## src/rtl/riscv_pkg.sv

```systemverilog
// Shared RISC-V core definitions: ALU op codes used by the control unit and
// the execute-stage blocks that decode them.
package riscv_pkg;

    localparam logic [3:0] ALUOP_MUL   = 4'b0101;
    localparam logic [3:0] ALUOP_MULH  = 4'b0110;
    localparam logic [3:0] ALUOP_MULHU = 4'b0111;

    function automatic logic is_mul_op(input logic [3:0] op);
        return (op == ALUOP_MUL) || (op == ALUOP_MULH) || (op == ALUOP_MULHU);
    endfunction

endpackage

```

## src/rtl/mul_sequencer.sv

```systemverilog
// Multi-cycle shift-add multiplier for mul/mulh/mulhu: stalls the core for
// WIDTH iterations, then presents the selected product half for one cycle.
module mul_sequencer
    import riscv_pkg::*;
#(
    parameter int WIDTH = 32
) (
    input  logic             clk,
    input  logic             rst,
    input  logic             start,
    input  logic [3:0]       aluop,
    input  logic [WIDTH-1:0] a,
    input  logic [WIDTH-1:0] b,
    output logic             stall,
    output logic             busy,
    output logic             done,
    output logic [WIDTH-1:0] result
);

    localparam int              CW        = $clog2(WIDTH) + 1;
    localparam logic [CW-1:0]   LAST_ITER = CW'(WIDTH - 1);

    typedef enum logic [1:0] {
        S_IDLE,
        S_RUN,
        S_DONE
    } state_t;

    state_t             r_state;
    state_t             w_state_next;
    logic               w_accept;

    logic [3:0]         r_op;
    logic               r_neg;
    logic [WIDTH-1:0]   r_mplier;
    logic [2*WIDTH-1:0] r_mcand;
    logic [2*WIDTH-1:0] r_acc;
    logic [CW-1:0]      r_cnt;
    logic               r_busy;
    logic               r_done;
    logic [WIDTH-1:0]   r_result;

    logic               w_is_mulh;
    logic [WIDTH-1:0]   w_a_mag;
    logic [WIDTH-1:0]   w_b_mag;
    logic               w_last;
    logic [2*WIDTH-1:0] w_acc_sum;
    logic [2*WIDTH-1:0] w_product;
    logic [WIDTH-1:0]   w_result_half;

    // NOTE: state registers use non-blocking assignments so every flop samples
    // pre-edge values; blocking here would create order-dependent simulation.
    always_ff @(posedge clk) begin
        if (rst) begin
            r_state <= S_IDLE;
        end else begin
            r_state <= w_state_next;
        end
    end

    // NOTE: every output of this block gets a default first, so no path can
    // leave a signal unassigned and infer a latch.
    always_comb begin
        w_state_next = r_state;
        w_accept     = 1'b0;
        stall        = 1'b0;
        case (r_state)
            S_IDLE: begin
                if (start && is_mul_op(aluop)) begin
                    w_accept     = 1'b1;
                    stall        = 1'b1;
                    w_state_next = S_RUN;
                end
            end
            S_RUN: begin
                stall = 1'b1;
                if (w_last) begin
                    w_state_next = S_DONE;
                end
            end
            // The retiring instruction still shows start here; never re-accept.
            S_DONE:  w_state_next = S_IDLE;
            default: w_state_next = S_IDLE;
        endcase
    end

    // mulh runs on magnitudes and fixes the sign at the end; the most negative
    // value negates to itself, which is its correct unsigned magnitude.
    assign w_is_mulh = (aluop == ALUOP_MULH);
    assign w_a_mag   = (w_is_mulh && a[WIDTH-1]) ? -a : a;
    assign w_b_mag   = (w_is_mulh && b[WIDTH-1]) ? -b : b;

    assign w_last        = (r_cnt == LAST_ITER);
    assign w_acc_sum     = r_mplier[0] ? (r_acc + r_mcand) : r_acc;
    assign w_product     = r_neg ? -w_acc_sum : w_acc_sum;
    assign w_result_half = (r_op == ALUOP_MUL) ? w_product[WIDTH-1:0]
                                               : w_product[2*WIDTH-1:WIDTH];

    // NOTE: the operand registers only matter after an accept, but they are
    // cleared on reset too so the post-reset state is fully deterministic.
    always_ff @(posedge clk) begin
        if (rst) begin
            r_op     <= '0;
            r_neg    <= 1'b0;
            r_mplier <= '0;
            r_mcand  <= '0;
            r_acc    <= '0;
            r_cnt    <= '0;
            r_busy   <= 1'b0;
            r_done   <= 1'b0;
            r_result <= '0;
        end else begin
            r_busy <= (w_state_next == S_RUN);
            r_done <= (w_state_next == S_DONE);
            if (w_accept) begin
                r_op     <= aluop;
                r_neg    <= w_is_mulh && (a[WIDTH-1] ^ b[WIDTH-1]);
                r_mcand  <= {{WIDTH{1'b0}}, w_a_mag};
                r_mplier <= w_b_mag;
                r_acc    <= '0;
                r_cnt    <= '0;
            end else if (r_state == S_RUN) begin
                r_acc    <= w_acc_sum;
                r_mcand  <= r_mcand << 1;
                r_mplier <= r_mplier >> 1;
                r_cnt    <= r_cnt + 1'b1;
                if (w_last) begin
                    r_result <= w_result_half;
                end
            end
        end
    end

    assign busy   = r_busy;
    assign done   = r_done;
    assign result = r_result;

endmodule
```

## config.mk

```make
export PLATFORM = sky130hd
export DESIGN_NAME = mul_sequencer
export DESIGN_NICKNAME = d
export VERILOG_FILES = /design/src/rtl/riscv_pkg.sv /design/src/rtl/mul_sequencer.sv
export SDC_FILE = /design/constraint.sdc
export NUM_CORES = 1
export LEC_CHECK = 0
export CAP_MARGIN = 15
export CORE_AREA = 8 8 173 241
export CTS_CLUSTER_SIZE = 20
export DETAILED_ROUTE_END_ITERATION = 10
export DIE_AREA = 0 0 181 249
export PLACE_DENSITY = 0.66
export SLEW_MARGIN = 20
export SYNTH_ARGS = -nofsm -noshare
export SYNTH_HDL_FRONTEND = slang
export SYNTH_SLANG_ARGS = --single-unit
```

## constraint.sdc

```tcl
create_clock -name clk -period 10 [get_ports clk]
set_clock_uncertainty 0.1 [all_clocks]
set_input_delay 1 -clock clk [delete_from_list [all_inputs] [get_ports clk]]
set_output_delay 1 -clock clk [all_outputs]
set_load 0.01 [all_outputs]
```

Word level (Yosys, flattened, before mapping)
Index checks and enable logic that the tools add are counted.
{ "totals": {"elab_cells": 51, "register_bits": 207, "output_inout_bits": 35, "input_bits": 71} }
{ "classes": {"n_bitwise": 2, "n_addsub": 5, "n_reduce_logical": 10, "eq_ne": 8, "n_mux": 15} }
{ "ops": {"columns": ["cell", "n"], "rows": [
  ["$mux W32", 7],
  ["$mux W64", 2],
  ["$add A64 B64 Y64", 1],
  ["$neg A32 Y32", 2],
  ["$neg A64 Y64", 1],
  ["$eq A4 B3 Y1 const B", 4],
  ["$add A6 B1 Y6 const B", 1],
  ["$eq A6 B5 Y1 const B", 1],
  ["$eq A2 B1 Y1 const B", 2],
  ["$logic_and A1 B1 Y1", 4],
  ["$mux W2", 2],
  ["$pmux W2 S2", 1],
  ["$reduce_and A3 Y1", 1],
  ["$eq A2 B2 Y1 const B", 1],
  ["$logic_not A2 Y1", 1],
  ["$logic_or A1 B1 Y1", 2],
  ["$mux W1", 2],
  ["$pmux W1 S2", 1],
  ["$reduce_bool A2 Y1", 1],
  ["$reduce_or A2 Y1", 1],
  ["$not A1 Y1", 1],
  ["$xor A1 B1 Y1", 1]
]} }

Depth between registers and ports, before layout
Gate-level depths: netlist of run 1.
{ "logic_depth": {"depth_word": 8, "mapped_depth": 25, "mapped_depth_nobuf": 15} }

Worst setup path before layout of run 1
No wires, ideal clock.
{ "synth_path": {"kind": "register -> register", "startpoint": "reg r_mplier[0]", "endpoint": "reg r_result[20] (netlist: result[20])", "n_path_buf": 12, "required_ns": 9.769, "arrival_time_ns": 6.399, "stages_incl_launch_ff": 26, "slack_ns": 3.370, "period_less_slack_ns": 6.630, "setup_time_ns": 0.131, "path_cell_list": "dfxtp_1 > buf_2 > buf_2 > buf_2 > buf_2 > buf_2 > clkbuf_1 > buf_1 > clkbuf_1 > buf_1 > clkbuf_1 > mux2i_1 > ha_1 > nand2_1 > a211o_1 > or3_1 > nor2b_1 > nand4b_1 > or3b_1 > clkbuf_1 > or3_1 > buf_6 > nor4_4 > mux2_1 > o21ai_1 > a21oi_2"} }
{ "synth_via": {"elab_chain_len": 4} }
{ "synth_rtl": {"columns": ["item", "line_no", "text"], "rows": [
  ["from (decl)", "mul_sequencer.sv:35", "logic [WIDTH-1:0] r_mplier;"],
  ["from (signal assigned)", "mul_sequencer.sv:119", "r_mplier <= w_b_mag;"],
  ["from (signal assigned)", "mul_sequencer.sv:125", "r_mplier <= r_mplier >> 1;"],
  ["$mux W64 *", "mul_sequencer.sv:94", "assign w_acc_sum = r_mplier[0] ? (r_acc + r_mcand) : r_acc;"],
  ["$neg A64 Y64", "mul_sequencer.sv:95", "assign w_product = r_neg ? -w_acc_sum : w_acc_sum;"],
  ["$mux W64 *", "mul_sequencer.sv:95", null],
  ["$mux W32 *", "mul_sequencer.sv:96", "assign w_result_half = (r_op == ALUOP_MUL) ? w_product[WIDTH-1:0]"],
  ["to (signal assigned)", "mul_sequencer.sv:128", "r_result <= w_result_half;"],
  ["to (decl)", "mul_sequencer.sv:41", "logic [WIDTH-1:0] r_result;"]
]} }
Every way passes the cells marked *; elsewhere a longest branch is shown, timed or not.
A chain may end at the register's enable or synchronous reset.

Final worst setup path of run 1
{ "layout_path": {"startpoint": "reg r_mcand[0]", "endpoint": "reg r_result[23] (netlist: result[23])"} }
{ "layout_via": {"elab_chain_len": 5} }
{ "layout_rtl": {"columns": ["item", "line_no", "text"], "rows": [
  ["from (decl)", "mul_sequencer.sv:36", "logic [2*WIDTH-1:0] r_mcand;"],
  ["from (signal assigned)", "mul_sequencer.sv:118", "r_mcand <= {{WIDTH{1'b0}}, w_a_mag};"],
  ["from (signal assigned)", "mul_sequencer.sv:124", "r_mcand <= r_mcand << 1;"],
  ["$add A64 B64 Y64 *", "mul_sequencer.sv:94", null],
  ["$mux W64 *", "mul_sequencer.sv:94", null],
  ["$neg A64 Y64", "mul_sequencer.sv:95", null],
  ["$mux W64 *", "mul_sequencer.sv:95", null],
  ["$mux W32 *", "mul_sequencer.sv:96", null]
]} }
Marks and branches as above.

==> results of run 1 <==
synth_stat cells, types with 13 or more instances:
library cell,n
and2_1,13
nor2_1,315
a311oi_1,74
xnor2_1,47
o211ai_1,14
dfxtp_1,207
clkbuf_1,139
a31oi_1,25
a21o_1,24
a221oi_1,14
ha_1,67
nor3_1,85
o21a_1,22
nor4_1,28
buf_2,17
nand2_1,386
or3_1,22
nand2b_1,19
and3_1,14
nand4_1,47
xor2_1,55
a211oi_1,73
a21oi_1,215
mux2i_1,29
nor2b_1,18
o21ai_0,120
inv_1,39
nand3_1,51
o31ai_1,24
state kept, by name, summed over array words and instances, names as in the netlist:
signal and cells:
r_acc 64, busy 1, r_mcand 64, result 32, done 1, r_mplier 32, r_op 4, r_neg 1
r_cnt 6, r_state 2
per-layer routing:
metal,global-route usage,vias up,share of wire,wire [microns]
li1,-,8871,-,-
met5,0,-,0,0
met2,0.4619,632,0.47,30150
met4,0.1977,0,0.082,5231
met3,0.03459,217,0.051,3231
met1,0.3068,8679,0.40,25330
path summary, 6_finish.rpt:
| kind | endpoint | from | slack [ps] |
|---|---|---|---|
| min | result[5] | result[5] | 360 |
| max reg2reg | result[23] | r_mcand[0] | 3800 |
| max | result[23] | r_mcand[0] | 3800 |
| min reg2reg | result[5] | result[5] | 360 |
logic make-up after synthesis:
| family | count (synthesis) | synth area share |
|---|---|---|
| flip-flops | 207 | 0.2454 |
| buffers and inverters | 208 | 0.04905 |
| multiplexers | 35 | 0.02119 |
| XOR/XNOR | 102 | 0.05291 |
| AND/OR/NAND/NOR | 1056 | 0.2853 |
| AO/OA/AOI/OAI | 739 | 0.2953 |
| adder cells (fa/ha/maj) | 68 | 0.05083 |
worst min-delay path, cell delays in order (launching register included):
cell     delay [ps]
dfxtp_1         310
nand2_1          50
a21oi_1          50
per-stage QoR:
step | hold WS (ps) | area, sq um | cells | power, W | util
after floorplan | 328.6 | 16880 | 2415 | 0.001174 | -
after global placement | 345.7 | 18120 | 2860 | 0.001315 | 0.4759
after detailed placement | 349.4 | 18120 | 2860 | 0.001320 | 0.4759
after CTS | 357.8 | 19000 | 2905 | 0.002322 | 0.4991
after global routing | 372.6 | 19010 | 2905 | 0.002395 | 0.4992
final | 357.2 | 19010 | 2905 | 0.002311 | 0.4992
placed cells by master (no fill, tap or decap), types with 29 or more instances in the layout:
cell type,instances
nand2_1,385
nor2_1,315
a21oi_1,215
dfxtp_1,205
o21ai_0,120
clkdlybuf4s50_1,104
nor3_1,85
a311oi_1,74
a211oi_1,73
ha_1,67
xor2_1,55
nand3_1,51
xnor2_1,47
nand4_1,47
inv_1,38
buf_4,32
mux2i_1,29
layout make-up:
cell class | instances | area share
clock buffer | 37 | 0.03791
tap | 478 | 0.03146
clock inverter | 8 | 0.008491
multi-input combinational | 2000 | 0.6288
timing repair buffer | 136 | 0.06740
inverter | 39 | 0.007701
sequential | 207 | 0.2183
power breakdown:
group          switching, W  internal (W)
clock network      0.000397      0.000604
logic              0.000281      0.000151
registers         0.0000273      0.000851
==> impl_metrics.xml, run 1 <==
<?xml version="1.0" encoding="UTF-8"?>
<metrics>
  <group name="synthesis">
    <metric name="synth_seq_area_share" unit="">0.2454</metric>
    <metric name="synth_seq_cells" unit="">207</metric>
    <metric name="share_of_the_synthesized_area_in_the_top_cell_type" unit="">0.2454</metric>
    <metric name="async_flop_share" unit="">0</metric>
    <metric name="yosys.cell_types.count" unit="">84</metric>
    <metric name="synthDominantAreaCellType" unit="">dfxtp_1</metric>
    <metric name="synth-warning-count" unit="">0</metric>
    <metric name="syn-mean-instance-area" unit="sq um">6.992</metric>
    <metric name="synthCells" unit="">2415</metric>
    <metric name="synth.top_cells.by_area" unit="">dfxtp_1 25%, nand2_1 8.6%, nor2_1 7.0%, a21oi_1 6.4%, ha_1 5.0%</metric>
    <metric name="synthesized_nets" unit="">2554</metric>
    <metric name="synth_edf_count" unit="">0</metric>
    <metric name="synth_top_flop_cell" unit="">dfxtp_1</metric>
    <metric name="synthesis.area" unit="sq um">16880</metric>
  </group>
  <group name="pwr">
    <metric name="power_per_cell_area" unit="nW/um^2">121.6</metric>
    <metric name="peak_supply_drop" unit="uV">105.1</metric>
    <metric name="p_leak" unit="nW">6.743</metric>
  </group>
  <group name="routing">
    <metric name="drt-initial-drc-count" unit="">1164</metric>
    <metric name="drt_wl_total" unit="microns">63940</metric>
    <metric name="detail_route.vias_per_cell" unit="">6.334</metric>
    <metric name="drtAntennaViolNets" unit="">0</metric>
    <metric name="via_count" unit="">18399</metric>
    <metric name="drt-pass1-iter-count" unit="">5</metric>
    <metric name="drc_errors" unit="">0</metric>
    <metric name="wire_per_inst" unit="microns">22.01</metric>
  </group>
  <group name="floorplan">
    <metric name="die_area" unit="sq um">45070</metric>
    <metric name="fp.dieH" unit="microns">249</metric>
    <metric name="floorplan.core_area" unit="sq um">38070</metric>
    <metric name="number_of_core_rows" unit="">85</metric>
    <metric name="initial_core_util" unit="">0.4435</metric>
    <metric name="boundaryPins" unit="">106</metric>
    <metric name="dieWidth" unit="microns">181</metric>
  </group>
  <group name="min_path">
    <metric name="hold_path.class" unit="">reg -&gt; reg</metric>
    <metric name="hold_path_depth" unit="">2</metric>
  </group>
  <group name="timing">
    <metric name="timing_worst_slew_pin_value" unit="ps">1080</metric>
    <metric name="final_max_slew_viol_count" unit="">0</metric>
    <metric name="finalCritPeriodShare" unit="">0.6205</metric>
    <metric name="final_critical_path_setup_slack" unit="ps">3795</metric>
    <metric name="report.final.setup_viol" unit="">0</metric>
    <metric name="maxClockFrequency" unit="GHz">0.1612</metric>
    <metric name="period_minus_slack" unit="ps">6205</metric>
    <metric name="fin_tns_setup" unit="ps">0</metric>
    <metric name="grt_setup_unrepaired" unit="">false</metric>
    <metric name="hold_viol" unit="">0</metric>
    <metric name="timing.max_slew.rel_slack" unit="">0.2737</metric>
  </group>
  <group name="placed_design">
    <metric name="post-dp-hpwl" unit="microns">48700</metric>
    <metric name="io_buffers" unit="">105</metric>
    <metric name="place_ws" unit="ps">3835</metric>
    <metric name="place_congestion" unit="">0.9885</metric>
  </group>
  <group name="critical_path">
    <metric name="path_buf_inv" unit="">0</metric>
    <metric name="data_arrival_time_of_the_worst_path" unit="ps">6570</metric>
    <metric name="crit_chain" unit="">ha_1, fa_1, a211oi_1, o211ai_1, a21o_1, a221oi_1, nand4_1, or3_1, nor3_1, nand3b_1, nor3_2, nand2_1, o311a_1, a2111oi_2</metric>
    <metric name="timing.critical_path.slowest_cell_delay" unit="ps">880</metric>
    <metric name="critical_path_s_top_delay_family" unit="">compound AO/OA/AOI/OAI gates</metric>
    <metric name="timing.reg2reg.worst_path_depth" unit="">14</metric>
    <metric name="critPathLaunchType" unit="">flip-flop</metric>
    <metric name="crit_slowest_cell" unit="">a221oi_1</metric>
    <metric name="timing.critical_path.depth" unit="">14</metric>
    <metric name="worstSetupEndpointType" unit="">flip-flop</metric>
    <metric name="worstPathRequired" unit="ps">10360</metric>
    <metric name="worstSetupPathType" unit="">reg -&gt; reg</metric>
    <metric name="critical_path.max_fanout" unit="">13</metric>
  </group>
  <group name="layout">
    <metric name="share_of_layout_cells_above_drive_strength_1" unit="">0.04903</metric>
    <metric name="n_antenna_cell" unit="">0</metric>
    <metric name="multi_input_area" unit="sq um">11950</metric>
    <metric name="final_net_count" unit="">2548</metric>
    <metric name="fill_cells" unit="">3883</metric>
    <metric name="regArea" unit="sq um">4149</metric>
    <metric name="areaGrowthSynthToFinish" unit="%">12.57</metric>
  </group>
  <group name="clock_tree">
    <metric name="htree_num_levels" unit="">1</metric>
    <metric name="cts_resized" unit="">0</metric>
    <metric name="clock-sinks" unit="">207</metric>
    <metric name="root_buffer" unit="">clkbuf_16</metric>
    <metric name="post-cts-setup-buffer-count" unit="">0</metric>
    <metric name="cts_buffers" unit="">25</metric>
    <metric name="worst_setup_hold_path_clk_slew" unit="ps">60</metric>
    <metric name="hold_bufs_at_cts" unit="">0</metric>
    <metric name="insertion_delay" unit="ps">570</metric>
    <metric name="cts_tree" unit="">built</metric>
    <metric name="clockBufferDepth" unit="">3</metric>
  </group>
  <group name="global_routing">
    <metric name="gr-total-overflow" unit="">0</metric>
    <metric name="global_route.usage.total" unit="">0.2707</metric>
    <metric name="grt_pass1_wl" unit="microns">98640</metric>
    <metric name="grt_start_max_net_pins" unit="">92</metric>
    <metric name="grt_antenna_before_repair" unit="">0</metric>
    <metric name="first_global_vias" unit="">17566</metric>
  </group>
  <group name="status">
    <metric name="outcome" unit="">completed</metric>
  </group>
  <group name="job">
    <metric name="max_cap_violations" unit="">0</metric>
  </group>
</metrics>
(Power assumes the default switching activity.)
==> run 2: changes to the inputs <==
clock period = 5.8 ns   (was 10 ns; I/O delays follow)
==> run 2 against run 1 <==
  * Non-clock buffer count is 30 higher
  * Critical path depth up 2
  * Combinational power grew 81%
  * Sequential share of layout area shrank 0.24 points
  * Worst hold slack hardly changed
  * Clock-buffer cell count decreased by 3
  * Power rose by 72%
  * First-iteration DRC count up 55%
  * Clock power grew 68%
  * Utilization up 0.56 points
  * Sequential power increased by 72%
  * Die area stayed put
  * Critical endpoint is now result[8]
==> impl_metrics.xml, run 2 (same netlist as run 1, synthesis figures left out) <==
<?xml version="1.0" encoding="UTF-8"?>
<metrics>
  <group name="status">
    <metric name="outcome" unit="">completed</metric>
  </group>
  <group name="timing">
    <metric name="report.final.setup_viol" unit="">0</metric>
    <metric name="finalCritPeriodShare" unit="">0.9430</metric>
    <metric name="final_max_slew_viol_count" unit="">0</metric>
    <metric name="timing_worst_slew_pin_value" unit="ps">1029</metric>
    <metric name="timing.max_slew.rel_slack" unit="">0.3080</metric>
    <metric name="hold_ws" unit="ps">357.7</metric>
    <metric name="maxClockFrequency" unit="GHz">0.1828</metric>
    <metric name="period_minus_slack" unit="ps">5469</metric>
    <metric name="grt_setup_unrepaired" unit="">false</metric>
    <metric name="fin_tns_setup" unit="ps">0</metric>
    <metric name="hold_viol" unit="">0</metric>
  </group>
  <group name="critical_path">
    <metric name="data_arrival_time_of_the_worst_path" unit="ps">5790</metric>
    <metric name="rr_startpoint" unit="">r_acc[12]</metric>
    <metric name="timing.reg2reg.worst_path_depth" unit="">16</metric>
    <metric name="worstSetupEndpointType" unit="">flip-flop</metric>
    <metric name="timing.critical_path.slowest_cell_delay" unit="ps">710</metric>
    <metric name="crit_chain" unit="">ha_1, nand2_1, nor4_1, nand3_1, a2111oi_0, o21ai_0, a221oi_1, o21ai_0, buf_4, or3b_1, or3_1, buf_4, nand2_1, a21oi_1, a2111oi_0, nor3_1</metric>
    <metric name="path_buf_inv" unit="">2</metric>
    <metric name="rr_endpoint" unit="">result[8]</metric>
    <metric name="worstSetupPathType" unit="">reg -&gt; reg</metric>
    <metric name="critPathLaunchType" unit="">flip-flop</metric>
    <metric name="worstPathRequired" unit="ps">6120</metric>
    <metric name="critical_path.max_fanout" unit="">8</metric>
    <metric name="critical_path_s_top_delay_family" unit="">compound AO/OA/AOI/OAI gates</metric>
    <metric name="crit_slowest_cell" unit="">a2111oi_0</metric>
    <metric name="timing.reg2reg.setup_slack" unit="ps">330</metric>
  </group>
  <group name="routing">
    <metric name="drt_wl_total" unit="microns">64360</metric>
    <metric name="wire_per_inst" unit="microns">21.93</metric>
    <metric name="drt-initial-drc-count" unit="">1805</metric>
    <metric name="drt-pass1-iter-count" unit="">6</metric>
    <metric name="drc_errors" unit="">0</metric>
    <metric name="drtAntennaViolNets" unit="">0</metric>
    <metric name="via_count" unit="">18683</metric>
    <metric name="detail_route.vias_per_cell" unit="">6.366</metric>
  </group>
  <group name="min_path">
    <metric name="hold_path.class" unit="">reg -&gt; reg</metric>
    <metric name="min-delay-start" unit="">result[5]</metric>
    <metric name="hold_path_end" unit="">result[5]</metric>
    <metric name="hold_path_depth" unit="">2</metric>
  </group>
  <group name="placed_design">
    <metric name="place_congestion" unit="">1.034</metric>
    <metric name="io_buffers" unit="">105</metric>
    <metric name="post_dp_cell_area" unit="sq um">18350</metric>
    <metric name="post-dp-hpwl" unit="microns">49310</metric>
  </group>
  <group name="pwr">
    <metric name="p_leak" unit="nW">6.881</metric>
    <metric name="power_per_cell_area" unit="nW/um^2">206.7</metric>
    <metric name="peak_supply_drop" unit="uV">186.4</metric>
  </group>
  <group name="clock_tree">
    <metric name="post-cts-setup-buffer-count" unit="">0</metric>
    <metric name="worst_setup_hold_path_clk_slew" unit="ps">60</metric>
    <metric name="hold_bufs_at_cts" unit="">0</metric>
    <metric name="cts_tree" unit="">built</metric>
    <metric name="cts_buffers" unit="">25</metric>
    <metric name="insertion_delay" unit="ps">570</metric>
    <metric name="root_buffer" unit="">clkbuf_16</metric>
    <metric name="clock-sinks" unit="">207</metric>
    <metric name="clockBufferDepth" unit="">3</metric>
    <metric name="cts_resized" unit="">0</metric>
    <metric name="htree_num_levels" unit="">1</metric>
  </group>
  <group name="floorplan">
    <metric name="dieWidth" unit="microns">181</metric>
    <metric name="boundaryPins" unit="">106</metric>
    <metric name="initial_core_util" unit="">0.4435</metric>
    <metric name="die_area" unit="sq um">45070</metric>
    <metric name="floorplan.core_area" unit="sq um">38070</metric>
    <metric name="fp.dieH" unit="microns">249</metric>
    <metric name="number_of_core_rows" unit="">85</metric>
  </group>
  <group name="layout">
    <metric name="final_net_count" unit="">2578</metric>
    <metric name="mostFrequentLayoutCell" unit="">nand2_1</metric>
    <metric name="share_of_layout_cells_above_drive_strength_1" unit="">0.06268</metric>
    <metric name="fill_cells" unit="">3857</metric>
    <metric name="areaGrowthSynthToFinish" unit="%">13.84</metric>
    <metric name="multi_input_area" unit="sq um">11950</metric>
    <metric name="n_antenna_cell" unit="">0</metric>
    <metric name="layout.core_utilization" unit="">0.5049</metric>
    <metric name="reg.largest.list" unit="">r_acc: 64 flops, r_mcand: 64 flops</metric>
    <metric name="regArea" unit="sq um">4149</metric>
    <metric name="post-route-cell-area" unit="sq um">19220</metric>
    <metric name="final_cell_mix" unit="">385 x nand2_1, 315 x nor2_1, 215 x a21oi_1</metric>
  </group>
  <group name="global_routing">
    <metric name="first_global_vias" unit="">18158</metric>
    <metric name="gr-total-overflow" unit="">0</metric>
    <metric name="use_met1" unit="">0.3158</metric>
    <metric name="grt_start_max_net_pins" unit="">104</metric>
    <metric name="grtUsageMet2" unit="">0.4746</metric>
    <metric name="grt_pass1_wl" unit="microns">100900</metric>
    <metric name="grt_antenna_before_repair" unit="">0</metric>
    <metric name="global_route.usage.total" unit="">0.2759</metric>
    <metric name="grt_busiest_layer" unit="">met2</metric>
    <metric name="grt_util_met3" unit="">0.03284</metric>
  </group>
  <group name="job">
    <metric name="max_cap_violations" unit="">0</metric>
  </group>
</metrics>
==> run 2: worst max path at each step <==
stage | slack [ps] | from | endpoint | cells past startpoint
after floorplan | 30 | r_mplier[0] | result[20] | 25
after detailed placement | 410 | r_acc[0] | result[8] | 16
after global routing | 60 | r_acc[12] | result[8] | 16
after global placement | 340 | r_acc[0] | result[8] | 17
final | 330 | r_acc[12] | result[8] | 16
after CTS | 400 | r_acc[0] | result[8] | 16
==> run 2: metal layers <==
metal	wire length (microns)	part of all wire
met1	25380	0.39
met2	30640	0.48
met3	3284	0.051
met4	5057	0.079
met5	0	0
==> run 2: cell type report <==
cell class,count,area share
Sequential cell,207,0.2158
Clock inverter,11,0.008136
Tap cell,478,0.03111
Clock buffer,34,0.03691
Inverter,39,0.007616
Multi-Input combinational cell,2000,0.6218
Timing Repair Buffer,166,0.07857
==> run 2: worst min-delay path: stages (launching register included) <==
cell	delay [ps]
dfxtp_1	310
nand2_1	50
a21oi_1	50
==> run 2: metrics by stage <==
step | instances | setup slack, ps | total power [W]
final | 2935 | 330.6 | 0.003974
after global routing | 2935 | 59.93 | 0.004139
after CTS | 2935 | 401.9 | 0.003999
after detailed placement | 2890 | 407.6 | 0.002310
after global placement | 2890 | 335.5 | 0.002300
after floorplan | 2415 | 26.08 | 0.002027
==> run 2: report_power, final <==
group	switching (W)	leakage [nW]	internal, W
Clock	0.000684	0.418	0.000995
Sequential	0.0000470	1.68	0.00147
Combinational	0.000495	4.78	0.000286
Total	0.00123	6.88	0.00275
==> run 3: changes to the inputs <==
CAP_MARGIN = 20   (was 15)
==> results of run 3 <==
Same layout as run 2: the final DEF is identical, and so are final timing and power.
==> variant 1, RTL diff (config.mk and constraints of run 2) <==
Reset style: asynchronous (`rst`), changed in 2 clocked blocks.
--- a/src/rtl/mul_sequencer.sv
+++ b/src/rtl/mul_sequencer.sv
@@ -50,7 +50,7 @@
 
     // NOTE: state registers use non-blocking assignments so every flop samples
     // pre-edge values; blocking here would create order-dependent simulation.
-    always_ff @(posedge clk) begin
+    always_ff @(posedge clk or posedge rst) begin
         if (rst) begin
             r_state <= S_IDLE;
         end else begin
@@ -98,7 +98,7 @@
 
     // NOTE: the operand registers only matter after an accept, but they are
     // cleared on reset too so the post-reset state is fully deterministic.
-    always_ff @(posedge clk) begin
+    always_ff @(posedge clk or posedge rst) begin
         if (rst) begin
             r_op     <= '0;
             r_neg    <= 1'b0;
Behaviour: differs if rst is asserted again (counterexample within 4 cycles, from zero or initial values and one cycle with rst high); with rst held inactive, the same outputs for 10 cycles.
==> variant 1 against run 2 <==
- design area is 3.2% higher
- sequential cell count stayed put
- worst hold slack better by 0.022 ns
- area after synthesis is 3.1% higher
- wire length is 3.3% higher
- setup slack worse by 0.065 ns
- critical endpoint is now result[15]$_DFFE_PP0P_
Power is not compared: it rests on default switching activity, and its combinational part moved more than twofold at a synthesized area within 25%.
==> variant 1: results (changes against run 2) <==
| Item | This run | Delta |
|:---|:---|:---|
| Status | complete, no violations | unchanged |
| First-iteration detailed-routing DRC count | 1738 | was 1805 |
| Arrival time of data at the critical path endpoint | 5.86 ns | was 5.79 ns |
| Async set or reset register ratio after synthesis | 100% | was 0% |
| Met3 layer usage reported by global route | 3.74% | was 3.28% |
| Worst-case hold slack | 0.379 ns | was 0.358 ns |
| Pre-CTS setup slack | 0.384 ns | was 0.408 ns |
| Count of filler cells inserted in the layout | 3777 | was 3857 |
| Worst Hold Endpoint | result[1]$_DFFE_PP0P_ | was result[5]$_SDFFE_PP0P_ |
| Worst reg2reg endpoint | result[15]$_DFFE_PP0P_ | was result[8]$_SDFFE_PP0P_ |
| Slowest cell on the critical path | sky130_fd_sc_hd__a2111oi_4 | was sky130_fd_sc_hd__a2111oi_0 |
| Final clock period utilization by the worst path | 95.4% | was 94.3% |
| Met1 WL | 25300 µm | was 25400 µm |
| Dominant cells by area after synthesis | sky130_fd_sc_hd__dfrtp_1 (30%), sky130_fd_sc_hd__nand2_1 (8.7%), sky130_fd_sc_hd__o21ai_0 (6.0%) | was sky130_fd_sc_hd__dfxtp_1 (25%), sky130_fd_sc_hd__nand2_1 (8.6%), sky130_fd_sc_hd__nor2_1 (7.0%) |
| Number of cells after detailed placement | 2810 | was 2890 |
| Fraction of standard cell area that is sequential | 26.1% | was 21.6% |
| FF/Latch Area | 5180 µm² | was 4150 µm² |
| Fraction of final layout cells sized beyond drive strength 1 | 6.85% | was 6.27% |
| Post-DP HPWL | 50200 µm | was 49300 µm |
| Instance area after placement | 18900 µm² | was 18400 µm² |
| Vias in the first global route | 17900 | was 18200 |
| Average via count per standard cell | 6.46 | was 6.37 |
| Clock buffer count in the final layout | 35 | was 34 |
| Weighted congestion reported at the end of routability-driven placement | 1.03 | about the same |
| Number of logic inverters in the finished layout | 37 | was 39 |
| Multi-input logic cell count | 1933 | was 2000 |
| Leading post-synthesis cells by instance count | sky130_fd_sc_hd__nand2_1 (404), sky130_fd_sc_hd__nor2_1 (223), sky130_fd_sc_hd__o21ai_0 (210) | was sky130_fd_sc_hd__nand2_1 (386), sky130_fd_sc_hd__nor2_1 (315), sky130_fd_sc_hd__a21oi_1 (215) |
| Clock-cell share | 4.70% | was 4.50% |
| Wire length of the first global-routing pass | 104000 µm | was 101000 µm |
| R2r setup slk | 0.27 ns | was 0.33 ns |
| Distinct cells, synth | 102 | was 84 |
| Number of buffers outside the clock class in the layout | 155 | was 166 |
| Total chip power | 11.9 mW |  |
| Synthesized netlist net count | 2466 | was 2554 |
| Met3 wire length | 3840 µm | was 3280 µm |
| Pin count of the biggest net entering global routing | 156 | was 104 |
-- variant 1: how the worst max path moves through the flow --
stage,startpoint,end,cells past startpoint
after floorplan,r_mcand[0]$_DFFE_PP0N_,result[23]$_DFFE_PP0P_,16
after global placement,r_mcand[0]$_DFFE_PP0N_,result[23]$_DFFE_PP0P_,16
after detailed placement,r_mcand[0]$_DFFE_PP0N_,result[23]$_DFFE_PP0P_,16
after CTS,r_acc[0]$_DFFE_PP0N_,result[23]$_DFFE_PP0P_,16
after global routing,r_acc[0]$_DFFE_PP0N_,result[17]$_DFFE_PP0P_,16
final,r_mcand[0]$_DFFE_PP0N_,result[15]$_DFFE_PP0P_,15
-- variant 1: logic make-up after synthesis --
kind of cell / share of synthesized area, %
XOR/XNOR: 5.23
flip-flops: 29.8
buffers and inverters: 4.25
AO/OA/AOI/OAI: 27.0
AND/OR/NAND/NOR: 27.1
adder cells (fa/ha/maj): 4.93
multiplexers: 1.69
==> variant 2, RTL diff (flow settings as in run 2) <==
Made on the original files. Set the parameter `WIDTH` to 16 (it was 32).
--- a/src/rtl/mul_sequencer.sv
+++ b/src/rtl/mul_sequencer.sv
@@ -3,7 +3,7 @@
 module mul_sequencer
     import riscv_pkg::*;
 #(
-    parameter int WIDTH = 32
+    parameter int WIDTH = 16
 ) (
     input  logic             clk,
     input  logic             rst,
Ports: changed (resized a, b and result); port bits go from 106 to 58. No check against the original RTL was run, so the function may have changed too.
==> variant 2 against run 2 <==
- synthesized cell count fell by 55%
- sequential cell count shrank 97
- wire length shrank 58%
- power down 55%
- setup slack gained 1.4 ns
- critical endpoint is now result[15]$_SDFFE_PP0P_
- sequential share of layout area up 1.9 points
- design area fell by 51%
- combinational power decreased by 54%
- sequential power fell by 47%
- fmax is 34% higher
- area after synthesis decreased by 52%
==> variant 2: results (changes against run 2) <==
| Item | This run | Delta |
|:---|:---|:---|
| Pre-CTS setup slack | 1.73 ns | was 0.408 ns |
| Count of filler cells inserted in the layout | 4183 | was 3857 |
| Multiplexer fraction of the synthesized cell area | 2.54% | was 2.12% |
| Wire length of the first global-routing pass | 43000 µm | was 101000 µm |
| Longest Clk Path Bufs | 2 | was 3 |
| Count of mapped cells out of synthesis | 1079 | was 2415 |
| Post-DP HPWL | 20400 µm | was 49300 µm |
| Number of cell instances on the worst register-to-register path | 13 | was 16 |
| Signal buffers share of area | 6.74% | was 7.86% |
| Maximum level of the CTS H-tree | 3 | was 1 |
| Clock group total power | 0.618 mW | was 1.68 mW |
| Status | complete, no violations | unchanged |
| Switching Share | 31.7% | was 30.9% |
| R2r setup slk | 1.72 ns | was 0.33 ns |
| Worst skew pair latency | 0.36 ns | was 0.57 ns |
| Instance area after placement | 9110 µm² | was 18400 µm² |
| Arrival time of data at the critical path endpoint | 4.27 ns | was 5.79 ns |
| Clock-cell share | 3.00% | was 4.50% |
| Worst Hold Endpoint | r_op[3]$_SDFFE_PP0P_ | was result[5]$_SDFFE_PP0P_ |
| Delay-heaviest family, CP | simple AND/OR/NAND/NOR gates | was compound AO/OA/AOI/OAI gates |
| FF/Latch Area | 2200 µm² | was 4150 µm² |
| Pin count of the biggest net entering global routing | 85 | was 104 |
| Total detailed-routing wirelength | 26800 µm | was 64400 µm |
| Count of buffers from port buffering | 57 | was 105 |
| Num CTS Buffers | 9 | was 25 |
| Peak supply drop | 0.134 mV | was 0.186 mV |
| Sequential-cell power consumption | 0.801 mW | was 1.51 mW |
| Weighted congestion reported at the end of routability-driven placement | 0.926 | was 1.03 |
| Worst-case hold slack | 0.363 ns | was 0.358 ns |
| Number of logic inverters in the finished layout | 17 | was 39 |
-- variant 2: changes by cell type in the layout (fill, tap and decap cells not counted), sizes merged, moves of 33 or more --
cell,change
a211oi,-33
a21oi,-134
a311oi,-45
buf,-52
clkdlybuf4s50,-48
dfxtp,-97
nand2,-212
nand4,-38
nor2,-193
nor3,-59
o21ai,-79
-- variant 2: metal layers --
layer | track usage, % | vias up
met5 | 0 | -
met4 | 6.86 | 0
met3 | 1.58 | 91
met2 | 21.9 | 221
met1 | 12.2 | 3921
li1 | - | 3996
-- variant 2: how the worst max path moves through the flow --
stage | end | slack, ns | depth (start not counted)
global route | result[15]$_SDFFE_PP0P_ | 1.41 | 13
finish | result[15]$_SDFFE_PP0P_ | 1.72 | 13
global placement | result[15]$_SDFFE_PP0P_ | 1.80 | 13
floorplan | result[15]$_SDFFE_PP0P_ | 2.17 | 13
CTS | result[15]$_SDFFE_PP0P_ | 1.72 | 13
detailed placement | result[15]$_SDFFE_PP0P_ | 1.73 | 13
